`src/rtl/vend_coin_sched.sv`:
```
// Coin-slot front end for vending_machine: round-robin slot arbitration,
// a small coin FIFO, one-at-a-time feeding with dispense hold-off, and
// saturating vend/change statistics.
module vend_coin_sched #(
  parameter int unsigned NUM_SLOTS    = 2,
  parameter int unsigned FIFO_DEPTH   = 4,
  parameter int unsigned DISPENSE_CYC = 3
) (
  input  logic                          clk,
  input  logic                          reset,
  input  logic [NUM_SLOTS-1:0]          slot_valid,
  input  logic [2*NUM_SLOTS-1:0]        slot_coin,
  output logic [NUM_SLOTS-1:0]          slot_ready,
  output logic [1:0]                    vm_in,
  input  logic                          vm_out,
  input  logic [1:0]                    vm_change,
  output logic                          busy,
  output logic                          coin_reject,
  output logic [$clog2(FIFO_DEPTH):0]   fifo_count,
  output logic [7:0]                    vend_count,
  output logic [7:0]                    change_count
);

  localparam int unsigned PTR_W  = $clog2(NUM_SLOTS);
  localparam int unsigned AW     = $clog2(FIFO_DEPTH);
  localparam int unsigned CNT_W  = AW + 1;
  localparam int unsigned HOLD_W = (DISPENSE_CYC > 1) ? $clog2(DISPENSE_CYC) : 1;

  typedef enum logic [1:0] {
    S_IDLE     = 2'd0,
    S_FEED     = 2'd1,
    S_CHECK    = 2'd2,
    S_DISPENSE = 2'd3
  } state_t;

  state_t              state;
  state_t              state_d;
  logic [PTR_W-1:0]    rr_ptr;
  logic [PTR_W-1:0]    grant;
  logic [PTR_W-1:0]    idx;
  logic                grant_vld;
  logic [1:0]          grant_coin;
  logic                coin_legal;
  logic                fifo_room;
  logic                take_legal;
  logic                take_illegal;
  logic                push;
  logic                pop;
  logic [1:0]          mem [FIFO_DEPTH];
  logic [AW-1:0]       wr_ptr;
  logic [AW-1:0]       rd_ptr;
  logic [HOLD_W-1:0]   hold;
  logic [1:0]          vm_in_d;
  logic                busy_d;
  logic                vend_inc;
  logic                change_inc;
  logic [1:0]          coin_arr [NUM_SLOTS];

  // Unpack the flat coin bus into per-slot codes
  for (genvar g = 0; g < NUM_SLOTS; g++) begin : g_coin
    assign coin_arr[g] = slot_coin[2*g +: 2];
  end

  // Round-robin grant: first valid slot at or after rr_ptr
  always_comb begin
    grant_vld = 1'b0;
    grant     = '0;
    idx       = '0;
    for (int unsigned k = 0; k < NUM_SLOTS; k++) begin
      idx = PTR_W'((32'(rr_ptr) + k) % NUM_SLOTS);
      if (!grant_vld && slot_valid[idx]) begin
        grant_vld = 1'b1;
        grant     = idx;
      end
    end
  end

  // Accept/reject decision; a pop in FEED frees a slot for a same-cycle push
  always_comb begin
    pop          = (state == S_FEED);
    grant_coin   = coin_arr[grant];
    coin_legal   = (grant_coin == 2'b01) || (grant_coin == 2'b10);
    fifo_room    = (fifo_count != CNT_W'(FIFO_DEPTH)) || pop;
    take_legal   = grant_vld && coin_legal && fifo_room;
    take_illegal = grant_vld && !coin_legal;
    push         = take_legal;
    coin_reject  = take_illegal;
    slot_ready   = '0;
    if (take_legal || take_illegal) begin
      slot_ready[grant] = 1'b1;
    end
  end

  // Round-robin pointer moves past any slot whose coin was consumed
  always_ff @(posedge clk or posedge reset) begin
    if (reset) begin
      rr_ptr <= '0;
    end else if (take_legal || take_illegal) begin
      rr_ptr <= PTR_W'((32'(grant) + 1) % NUM_SLOTS);
    end
  end

  // Coin storage; contents need no reset since fifo_count qualifies them
  always_ff @(posedge clk) begin
    if (push) begin
      mem[wr_ptr] <= grant_coin;
    end
  end

  // FIFO pointers and occupancy
  always_ff @(posedge clk or posedge reset) begin
    if (reset) begin
      wr_ptr     <= '0;
      rd_ptr     <= '0;
      fifo_count <= '0;
    end else begin
      if (push) wr_ptr <= wr_ptr + AW'(1);
      if (pop)  rd_ptr <= rd_ptr + AW'(1);
      case ({push, pop})
        2'b10:   fifo_count <= fifo_count + CNT_W'(1);
        2'b01:   fifo_count <= fifo_count - CNT_W'(1);
        default: fifo_count <= fifo_count;
      endcase
    end
  end

  // State register
  always_ff @(posedge clk or posedge reset) begin
    if (reset) begin
      state <= S_IDLE;
    end else begin
      state <= state_d;
    end
  end

  // Next-state logic
  always_comb begin
    state_d = state;
    case (state)
      S_IDLE:     if (fifo_count != '0) state_d = S_FEED;
      S_FEED:     state_d = S_CHECK;
      S_CHECK:    state_d = vm_out ? S_DISPENSE : S_IDLE;
      S_DISPENSE: if (hold == '0) state_d = S_IDLE;
      default:    state_d = S_IDLE;
    endcase
  end

  // Output decode; vm_in/busy are computed from the next state and registered
  always_comb begin
    vm_in_d    = 2'b00;
    busy_d     = (state_d != S_IDLE);
    vend_inc   = (state == S_CHECK) && vm_out;
    change_inc = vend_inc && (vm_change != 2'b00);
    if (state_d == S_FEED) begin
      vm_in_d = mem[rd_ptr];
    end
  end

  // Registered outputs, dispense hold-off and saturating statistics
  always_ff @(posedge clk or posedge reset) begin
    if (reset) begin
      vm_in        <= 2'b00;
      busy         <= 1'b0;
      hold         <= '0;
      vend_count   <= 8'd0;
      change_count <= 8'd0;
    end else begin
      vm_in <= vm_in_d;
      busy  <= busy_d;
      if (vend_inc) begin
        hold <= HOLD_W'(DISPENSE_CYC - 1);
      end else if ((state == S_DISPENSE) && (hold != '0)) begin
        hold <= hold - HOLD_W'(1);
      end
      if (vend_inc && (vend_count != 8'hFF)) begin
        vend_count <= vend_count + 8'd1;
      end
      if (change_inc && (change_count != 8'hFF)) begin
        change_count <= change_count + 8'd1;
      end
    end
  end

endmodule
```
`config.mk`:
```
export PLATFORM = sky130hd
export DESIGN_NAME = vend_coin_sched
export DESIGN_NICKNAME = d
export VERILOG_FILES = /design/src/rtl/vend_coin_sched.sv
export SDC_FILE = /design/constraint.sdc
export NUM_CORES = 1
export LEC_CHECK = 0
export CAP_MARGIN = 20
export CORE_MARGIN = 2
export CORE_UTILIZATION = 50
export DETAILED_ROUTE_END_ITERATION = 16
export GPL_TIMING_DRIVEN = 0
export PLACE_DENSITY = 0.88
export SYNTH_ARGS = -nofsm -noshare
export SYNTH_HDL_FRONTEND = slang
export SYNTH_SLANG_ARGS = --single-unit
```
`constraint.sdc`:
```
create_clock -name clk -period 2.3 [get_ports clk]
set_input_delay 0.345 -clock clk [delete_from_list [all_inputs] [get_ports clk]]
set_output_delay 0.345 -clock clk [all_outputs]
set_load 0.005 [all_outputs]
```
# Word level (Yosys, flattened, before mapping)
# Memory sizes are Yosys's and may differ from the RTL's.
# Cells that the tools add are included.
[totals] register_bits=31 mem_bits_rw=8 input_bits=11 out_inout_bits=25 wordCells=84 memories=1
[mem_list] memory="mem" depth=4 word_bits=2 rd=1 rd_clocked_by_memory_dff=0 wr=1 line="49" source="logic [1:0] mem [FIFO_DEPTH];"
[op_classes] addsub=9 order_cmp=5 n_eq_ne=11 n_mux=24 n_bitwise=1 reduce_logical=23
[op_table] operator="2-bit two-way mux" n=10
[op_table] operator="8-bit by 1-bit adder with 8-bit output, second input constant" n=2
[op_table] operator="8-bit inequality test, second input constant" n=2
[op_table] operator="1-bit two-way mux" n=11
[op_table] operator="1-bit logical AND" n=10
[op_table] operator="2-bit nonzero test" n=5
[op_table] operator="2-bit by 1-bit equality test with 1-bit output, second input constant" n=4
[op_table] operator="2-bit equality test, second input constant" n=4
[op_table] operator="2-bit case mux with 4 select lines" n=1
[op_table] operator="1-bit by 2-bit < comparator with 1-bit output, second input constant" n=3
[op_table] operator="3-bit case mux with 2 select lines" n=1
[op_table] operator="2-bit by 1-bit adder with 2-bit output, second input constant" n=2
[op_table] operator="2-bit logical NOT" n=2
[op_table] operator="3-bit by 1-bit adder with 3-bit output, second input constant" n=1
[op_table] operator="1-bit logical OR" n=3
[op_table] operator="3-bit inequality test, second input constant" n=1
[op_table] operator="3-bit nonzero test" n=1
[op_table] operator="3-bit by 1-bit subtractor with 3-bit output, second input constant" n=1
[op_table] operator="1-bit adder, second input constant" n=2
[op_table] operator="2-bit >= comparator, second input constant" n=1
[op_table] operator="1-bit logical NOT" n=2
[op_table] operator="1-bit inverter with 2-bit output" n=1
[op_table] operator="2-bit by 1-bit subtractor with 2-bit output, second input constant" n=1
[op_table] operator="1-bit demux with 1-bit select" n=1
[op_table] operator="1-bit >= comparator, second input constant" n=1

# Longest topological paths before layout
[depth] depth_word=16 depth_mapped=7 ltp_nobuf=7

# Worst setup path after synthesis
# OpenSTA, ideal clock, no wires.
[synth_timing] path_type="input to register" startpoint="input slot_coin[2]" endpoint="register fifo_count[2]" setup_ns=0.125 arrival_ns=1.849 required_ns=2.175 slack_ns=0.326 path_stages=7 n_path_buf=0 cell_sequence="xor2_1 a32oi_2 and2_2 fa_1 nor3b_1 mux2_2 xor2_1"
[synth_between] elab_chain_cells=9 word_cells_on_any_way=12 cone_classes="eq/ne: 4; mux: 4; reduce/logical: 4"
[synth_rtl] element="from (decl)" line="12" source="input logic [2*NUM_SLOTS-1:0] slot_coin,"
[synth_rtl] element="2-bit two-way mux (not written as such) * (3 in a row)" line="81" source="grant_coin = coin_arr[grant];"
[synth_rtl] element="2-bit by 1-bit equality test with 1-bit output or 2-bit equality test (tied branches)" line="82" source="coin_legal = (grant_coin == 2'b01) || (grant_coin == 2'b10);"
[synth_rtl] element="1-bit logical OR *" line="82"
[synth_rtl] element="1-bit logical AND * (2 in a row)" line="84" source="take_legal = grant_vld && coin_legal && fifo_room;"
[synth_rtl] element="2-bit by 1-bit equality test with 1-bit output or 2-bit equality test (tied branches)" line="119" source="case ({push, pop})"
[synth_rtl] element="3-bit case mux with 2 select lines or 2-bit nonzero test (tied branches)"
[synth_rtl] element="to (signal assigned)" line="120" source="2'b10: fifo_count <= fifo_count + CNT_W'(1);"
[synth_rtl] element="to (signal assigned)" line="121" source="2'b01: fifo_count <= fifo_count - CNT_W'(1);"
[synth_rtl] element="to (signal assigned)" line="122" source="default: fifo_count <= fifo_count;"
[synth_rtl] element="to (decl)" line="19" source="output logic [$clog2(FIFO_DEPTH):0] fifo_count,"
# Mark *: on every way between the ends. The rest lies on a longest branch, timed or not. The select of a mux whose other input is x is not followed.
# A chain may end at the register's enable or synchronous reset.

# Worst setup path in the final report
[layout_timing] startpoint="input slot_coin[0]" endpoint="register fifo_count[2]"
# The elaborated chain is that of the path after synthesis.

==> flow_metrics.py <==
metrics = {
    "yosys": {
        "synth_flop_cell": "dfrtp_1",
        "synth_area_leaders": "dfrtp_1 39%, edfxtp_1 12%, ha_1 4.4%",
        "syn-cell-area_um2": 1980,
        "ys_async_sr_fraction_pct": 79.5,
        "synth_cells": 170,
        "synth_top_area_cell": "dfrtp_1",
        "synthDistinctLibCells": 41,
        "synth_top_area_share_pct": 39.2,
        "syn_nets": 189,
        "syn_area_per_cell_um2": 11.6,
        "ys_warn_count": 0,
        "synth_edf_count": 8,
        "ys_ff_latch": 39,
        "synth-seq-area-share_pct": 51.4,
    },
    "clock_network": {
        "cts_max_path_buffers": 2,
        "clockRootBuffer": "clkbuf_8",
        "insertion_delay_ps": 290,
        "htreeDepth": 2,
        "cts_made_buffers": 5,
        "clk_pin_slew_ps": 80,
        "cts_sinks": 39,
        "cts_tree": "yes",
    },
    "global_routing": {
        "first_global_vias": 1438,
        "track_usage_pct": 19.1,
        "overflow": 0,
        "antenna_found_initial": 0,
        "grt_pass1_wl_um": 6270,
        "grt_start_max_net_pins": 18,
    },
    "timing": {
        "rsz0062_at_grt": "no",
        "period_needed_ps": 2220,
        "whs_ps": 448,
        "slew_viol_final": 0,
        "fmaxAchievable_mhz": 451,
        "hold_violations": 0,
        "max_slew.worst_pin.slew_ps": 660,
        "finalClockSkew_ps": 8.37,
        "slew_headroom_pct": 55.9,
        "setup_viol": 0,
        "timing.final.crit_share_pct": 96.3,
    },
    "power_and_ir_drop": {
        "p_leak_nw": 1.10,
        "ir_worst_vdd_mv": 0.685,
        "power_per_cell_area_nw_per_um2": 1110,
    },
    "worst_setup_path": {
        "r2r_slack_ps": 320,
        "path_class": "input port to flop",
        "cp.arrival_ps": 2380,
        "slowest_stage": "clkdlybuf4s50_1",
        "r2r_end": "fifo_count[2]",
        "reg2reg_depth": 7,
        "startpoint_type": "input port",
        "slowest_delay_ps": 530,
        "r2r_start": "rr_ptr",
        "path_cells": "clkdlybuf4s50_1, xor2_2, a32oi_2, and2_2, fa_1, nor3b_1, mux2_2, xor2_1",
        "end_kind": "flop",
        "cp.required_ps": 2470,
        "critical_path.max_fanout": 4,
    },
    "cells_and_area": {
        "fillers": 289,
        "postLayoutCoreUtil_pct": 67.9,
        "diodes": 0,
        "syn2layout_area_growth_pct": 28.6,
        "layout.nets": 234,
        "drive_gt1_share_pct": 17.7,
        "design_area_um2": 2540,
        "final_cells": 263,
    },
    "placed_design": {
        "gp_congestion": 0.786,
        "port_buffers": 35,
        "dp.cells": 254,
        "placed_cell_area_um2": 2410,
        "dp_hpwl_um": 2670,
    },
    "die": {
        "die_h_um": 66.9,
        "core-area_um2": 3740,
        "initial_core_util_pct": 52.8,
        "die_w_um": 66.9,
        "die-area_um2": 4470,
        "io_pins": 36,
        "rows": 22,
    },
    "status": {
        "status": "completed",
    },
    "drt": {
        "vias": 1400,
        "viasPerCell": 5.32,
        "drt_wl_total_um": 3710,
        "drt-pass1-iter-count": 4,
        "drt_iter0_markers": 108,
        "ant_nets": 0,
        "drc_errors": 0,
        "wl_per_cell_um": 14.1,
    },
    "flow_run": {
        "drv_cap": 0,
    },
    "min_path": {
        "hp-class": "input port to asynchronous set/reset pin",
    },
}
[cell usage in the layout, fill, tap and decap left out, types with 3 or more instances in the layout]
master / n
buf_4: 4
clkdlybuf4s50_1: 33
dfrtp_1: 31
ha_1: 7
mux2i_1: 3
nand4_1: 4
nand2_1: 12
clkbuf_8: 6
and2_2: 6
a21oi_1: 7
nand2b_1: 3
edfxtp_1: 8
xnor2_1: 8
and3_1: 3
nand3_1: 4
inv_1: 8
xor2_1: 5
o21ai_0: 6
nor2b_1: 3
nor2_1: 11
mux2_2: 7
a31oi_1: 4
[worst max-delay path: cells and delay by family]
family                   cells  cell delay, ps
multiplexers                 1             280
buffers and inverters        1             530
AO/OA/AOI/OAI                1             110
XOR/XNOR                     2             360
adder cells (fa/ha/maj)      1             370
AND/OR/NAND/NOR              2             380
[per-stage QoR]
step / power (W) / TNS (ps) / setup slack [ps]
6_report: 0.00281 / 0 / 84.6
5_1_grt: 0.00305 / 0 / 1.47
4_1_cts: 0.00282 / 0 / 18.9
3_5_place_dp: 0.00235 / -405 / -343
3_3_place_gp: 0.00228 / -333 / -280
2_1_floorplan: 0.00187 / 0 / 326
[kinds of logic (layout without fill, tap and decap cells)]
logic type | after synthesis | count (layout) | share of synthesized area (%)
AO/OA/AOI/OAI | 24 | 24 | 7.85
adder cells (fa/ha/maj) | 8 | 8 | 5.44
multiplexers | 13 | 13 | 8.54
XOR/XNOR | 15 | 15 | 6.65
buffers and inverters | 10 | 55 | 2.28
AND/OR/NAND/NOR | 61 | 61 | 17.8
flip-flops | 39 | 39 | 51.4
[cells in the mapped netlist (2+ instances only)]
cell type / count
mux2_2: 7
dfrtp_1: 31
mux2i_1: 3
buf_4: 2
edfxtp_1: 8
nor3b_1: 2
and4_1: 2
and3_1: 3
nand4_1: 4
xor2_1: 7
o21ai_0: 6
a21oi_1: 7
nand3_1: 4
ha_1: 7
a21boi_0: 2
nand2_1: 12
mux4_2: 2
a31oi_1: 4
inv_1: 8
xnor2_1: 8
nor3_1: 2
nand2b_1: 3
and2_2: 6
nor2b_1: 3
nor2_1: 11
[where the power goes]
group / switching, W / internal, W / leakage, nW
clock: 0.000224 / 0.000235 / 0.0470
sequential: 0.000253 / 0.000951 / 0.455
combinational: 0.000458 / 0.000691 / 0.603
total: 0.000935 / 0.00188 / 1.10
[flip-flops by register name, indices dropped and copies added (netlist names)]
register and cells:
rr_ptr 1, busy 1, fifo_count 3, rd_ptr 2, mem 8, change_count 8
hold 2, state 2, vend_count 8, wr_ptr 2, vm_in 2
[timing repair]
item | CTS | global route
setup buffers | 0 | 2
hold buffers | 0 | 0
pin swaps | 0 | 2
gates resized for setup | 1 | 5
endpoints found under the setup margin | 1 | 3
[worst max path at each step]
stage                 startpoint            end  slack (ps)  depth (start not counted)
detailed placement  slot_coin[3]  fifo_count[2]        -340                          8
CTS                 slot_coin[0]  fifo_count[2]          20                          8
global route            state[1]  slot_ready[0]           1                          4
global placement    slot_coin[3]  fifo_count[2]        -280                          8
finish              slot_coin[0]  fifo_count[2]          80                          8
floorplan           slot_coin[2]  fifo_count[2]         330                          7
[layout make-up]
cell class              count  area [um2]  area share [%]
flip-flops and latches     39        1020            40.0
multi-input cells         121         936            36.8
repair buffers             38         398            15.6
clock buffers               6        82.6            3.25
well taps                  48        60.1            2.36
inverters                   8        30.0            1.18
plain buffers               2        15.0           0.591
clock inverters             1        5.00           0.197
[metal layers]
layer / global-route usage [%] / routed length (um) / vias to the layer above
li1: - / - / 692
met5: 0 / 0 / -
met4: 6.89 / 38 / 0
met2: 34.6 / 1930 / 38
met3: 5.57 / 182 / 4
met1: 20.9 / 1560 / 666
Note: power is estimated with default switching activity, not from simulation.
